<file path="src/rtl/gray_counter.sv">
// gray_counter: registered up/down Gray-code counter with load, terminal count, wrap and step pulses
module gray_counter #(
  parameter int WIDTH = 4
) (
  input  logic             clk,
  input  logic             rst,
  input  logic             en,
  input  logic             up_dn,
  input  logic             load,
  input  logic [WIDTH-1:0] load_bin,
  output logic [WIDTH-1:0] gray,
  output logic             tc,
  output logic             wrap,
  output logic             step
);
  logic [WIDTH-1:0] bin_q, bin_d, gray_q;
  logic             wrap_q, wrap_d, step_q, step_d, at_end;
  always_comb begin
    at_end = up_dn ? &bin_q : ~|bin_q;
    step_d = !load && en;
    wrap_d = step_d && at_end;
    bin_d  = load ? load_bin : en ? (up_dn ? bin_q + 1'b1 : bin_q - 1'b1) : bin_q;
  end
  always_ff @(posedge clk) begin
    if (rst) begin
      bin_q  <= '0;
      gray_q <= '0;
      wrap_q <= 1'b0;
      step_q <= 1'b0;
    end else begin
      bin_q  <= bin_d;
      gray_q <= bin_d ^ (bin_d >> 1);
      wrap_q <= wrap_d;
      step_q <= step_d;
    end
  end
  assign gray = gray_q;
  assign tc   = at_end;
  assign wrap = wrap_q;
  assign step = step_q;
endmodule

</file>
<file path="config.mk">
export PLATFORM = sky130hd
export DESIGN_NAME = gray_counter
export DESIGN_NICKNAME = d
export VERILOG_FILES = /design/src/rtl/gray_counter.sv
export SDC_FILE = /design/constraint.sdc
export NUM_CORES = 1
export LEC_CHECK = 0
export ABC_CLOCK_PERIOD_IN_PS = 4300
export CORE_MARGIN = 5
export CORE_UTILIZATION = 39
export DETAILED_ROUTE_END_ITERATION = 12
export PLACE_DENSITY = 0.75
export SLEW_MARGIN = 40
export SYNTH_ARGS = -nofsm -noshare
export SYNTH_HDL_FRONTEND = slang
export SYNTH_SLANG_ARGS = --single-unit
</file>
<file path="constraint.sdc">
create_clock -name clk -period 4.3 [get_ports clk]
set_input_delay 0.86 -clock clk [delete_from_list [all_inputs] [get_ports clk]]
set_output_delay 0.86 -clock clk [all_outputs]
set_load 0.05 [all_outputs]
</file>
Yosys cells after proc, flatten, opt, wreduce, memory -nomap -nowiden
Cells that the tools add are included. Widths: inputs -> output; s select.

Add/sub/neg operators: 2. Multipliers: 0. Divide/modulo/power cells: 0. Order comparisons: 0. Equality and inequality tests: 0. Shift operators: 0. Mux-type cells: 4. Bitwise operators: 1. Reduce and logical (&&, ||, !) cells: 6.

Operators by type and width (number): $mux 4 (3); $add 4x1->4 const B (1); $reduce_and 4->1 (1); $reduce_or 4->1 (1); $sub 4x1->4 const B (1); $xor 4x3->4 (1); $logic_and 1x1->1 (2); $logic_not 1->1 (2); $mux 1 (1).

Register bits after elaboration: 10. Latch bits: 0. Bits in writable memories: 0. ROM bits: 0. Memories: 0.

Logic depth before layout (Yosys ltp)
Depth in word-level cells: 5. Gate-level depth with buffers: 6.

Least setup slack after synthesis
No wires, ideal clock.

Path type: input to output. Start: input port up_dn. End: output port tc. Arrival: 2.084 ns. Required time: 3.440 ns. Setup slack: 1.356 ns. Stages: 2. Path buffers: 0. Cell sequence: inv_1 -> o21ai_0.

Word-level cells in the longest chain between the ends: 1.

RTL lines: from (decl) (line 8) `input logic up_dn,`; $mux 1 (line 19) `at_end = up_dn ? &bin_q : ~|bin_q;`; to (decl) (line 12) `output logic tc,`.

No other way between the ends.

Worst setup path in the final report
Same ends and word-level chain as after synthesis.

==> out/results.ini <==
[layout]
diodes = 0
finish.net_count = 83
drive_gt1_share_pct = 7.14
final_core_utilization_pct = 54.2
stdcell_area_um2 = 688
fill_cells = 128
instances_no_fill = 85
area_growth_pct = 34.1

[hold_path]
holdPathStages = 3
hold_path_class = reg2reg
min_from = bin_q[2]$_SDFF_PP0_
holdPathEnd = wrap$_SDFF_PP0_

[timing]
slew_viol_final = 0
final-setup-viol-count = 0
rsz0062_at_grt = no
hold_viol = 0
min_period_ns = 3.45
fin_skew_ns = 0.00252
fin_ws_ns = 0.855
fmax_mhz = 290
final.period_utilization_pct = 80.1
worst-slew-pin-transition_ns = 0.509
hold_ws_ns = 0.685
fin_setup_tns_ns = 0
slew_headroom_pct = 66.0

[place]
placed_cell_area_um2 = 662
gp_congestion = 0.753
pre_cts_ws_ns = 0.838
port_buffers = 15
post-dp-hpwl_um = 776
dp.cells = 81

[synthesis]
synth_edf_count = 0
yosys-top-cells-area = dfxtp_1, mux2i_1, ha_1, fa_1, nor2_1
synthCells = 54
syn_area_um2 = 513
yosys_warnings = 0
yosysSeqAreaShare_pct = 35.1
synth_top_area_cell = dfxtp_1
synth_fp_nets = 66
synth_most_common_cell = dfxtp_1
synth_top_area_share_pct = 35.1
synth-main-ff-cell = dfxtp_1
ys_seq_elements = 9
synthDistinctLibCells = 31
syn_avg_cell_area_um2 = 9.50
synth_commonest_cells = dfxtp_1, nor2_1, mux2i_1
async_reset_ff_share_pct = 0

[detailed_routing]
drc = 0
drt_first_pass_iters = 6
route.met3.wl_um = 86
drt.antenna.violating_nets = 0
met1_length_um = 467
wl_um = 1020
wl_met2_um = 471
drt_iter0_markers = 8
vias_per_cell = 5.19
highest_layer = met3
avgRoutedWirePerCell_um = 12.0
vias = 441

[power]
p_leak_nw = 0.285
power.ir.vdd_worst_mv = 0.203
powerDensity_nw_per_um2 = 352
finalPower_mw = 0.243

[critical_path]
worst-setup-path-type = in2out
path_cells = clkdlybuf4s50_1 -> inv_1 -> o21ai_0 -> clkdlybuf4s50_1
crit_slowest_cell = clkdlybuf4s50_1
cp_max_fo = 5
r2r_cells = 5
reg2reg_to = gray[1]$_SDFF_PP0_
start_kind = input pin
arrival_ns = 2.59
slowest_delay_ns = 0.84
cpMostUsedCell = clkdlybuf4s50_1
worst_r2r_startpoint = bin_q[0]$_SDFF_PP0_
worstSetupEndpointType = output port
critical_path_required_ns = 3.44
r2r_setup_slack_ns = 2.49

[die]
start_util_pct = 40.4
die_area_um2 = 2140
row_count = 13
core_um2 = 1270
ioPinCount = 16
die_h_um = 46.3
die_w_um = 46.3

[flow_run]
maxCapViolCount = 0

[clock_network]
clk_latency_ns = 0.26
post_cts.repair.setup_buffers = 0
ctsHoldBuffers = 0
root_buffer = clkbuf_4
cts_resized = 0
cts_tree = done
clkSinkCount = 9
htree_num_levels = 1
clockBufferDepth = 2
cts_made_buffers = 3
clkSlewWorstSetupHoldPaths_ns = 0.06

[global_routing]
gr-usage-all-layers_pct = 11.2
grt_antenna_before_repair = 0
grt_start_max_net_pins = 12
grt_pass1_vias = 389
grt_pass1_wl_um = 1630
overflow = 0

[status]
status = completed

==> report_power, final <==
group / leakage [nW] / internal (mW) / switching (mW) / total [mW]
registers: 0.0745 / 0.0913 / 0.00654 / 0.0979
clock network: 0.0150 / 0.0357 / 0.0281 / 0.0638
logic: 0.196 / 0.0353 / 0.0456 / 0.0809
==> how the worst max path moves through the flow <==
stage,start,to,slack [ns]
2_1_floorplan,up_dn,tc,1.36
5_1_grt,up_dn,tc,0.74
6_report,up_dn,tc,0.85
4_1_cts,up_dn,tc,0.84
3_3_place_gp,up_dn,tc,0.88
3_5_place_dp,up_dn,tc,0.84
==> worst max-delay path, delay by kind of cell <==
family / cells / cell delay, ns
compound gates: 1 / 0.22
buf+inv: 3 / 1.51
==> cell families (layout without fill, tap and decap cells) <==
family / after synthesis / count (layout) / synth area share, %
compound gates: 11 / 11 / 14.6
xor+xnor: 3 / 3 / 5.12
fa+ha+maj: 3 / 3 / 8.78
buf+inv: 5 / 21 / 5.36
flops: 9 / 9 / 35.1
mux: 4 / 4 / 8.05
simple gates: 19 / 19 / 22.9
==> layout by cell type, fill, tap and decap left out, drive strengths merged <==
cell	synthesis	routed
a211oi	1	1
a21o	1	1
a21oi	2	2
a221o	1	1
a22oi	1	1
a31oi	1	1
and2	2	2
clkbuf	0	4
clkdlybuf4s50	0	15
dfxtp	9	9
fa	1	1
ha	2	2
inv	2	2
mux2	1	1
mux2i	3	3
nand2	1	1
nand3	2	2
nand3b	1	1
nand4	1	1
nor2	5	5
nor3b	2	2
nor4	1	1
nor4bb	1	1
o21ai	2	2
o21bai	1	1
o2bb2ai	1	1
or3	2	2
or4b	1	1
xnor2	2	2
xor2	1	1
==> area by class of cell <==
type                    instances  area, um^2  area share, %
inverters                       2        7.51           1.09
repair buffers                 15         150           21.8
multi-input cells              40         305           44.4
well taps                      15        18.8           2.73
clock buffers                   4        26.3           3.82
flip-flops and latches          9         180           26.2
==> flip-flops by register name, summed over array words and instances, names as in the netlist <==
name	count
bin_q	4
gray	3
step	1
wrap	1
==> metal layers <==
layer | global-route usage, % | vias up
li1 | - | 232
met5 | 0 | -
met1 | 12.1 | 193
met2 | 17.6 | 16
met4 | 5.11 | 0
met3 | 6.25 | 0
Power figures use the tool's default switching activity.
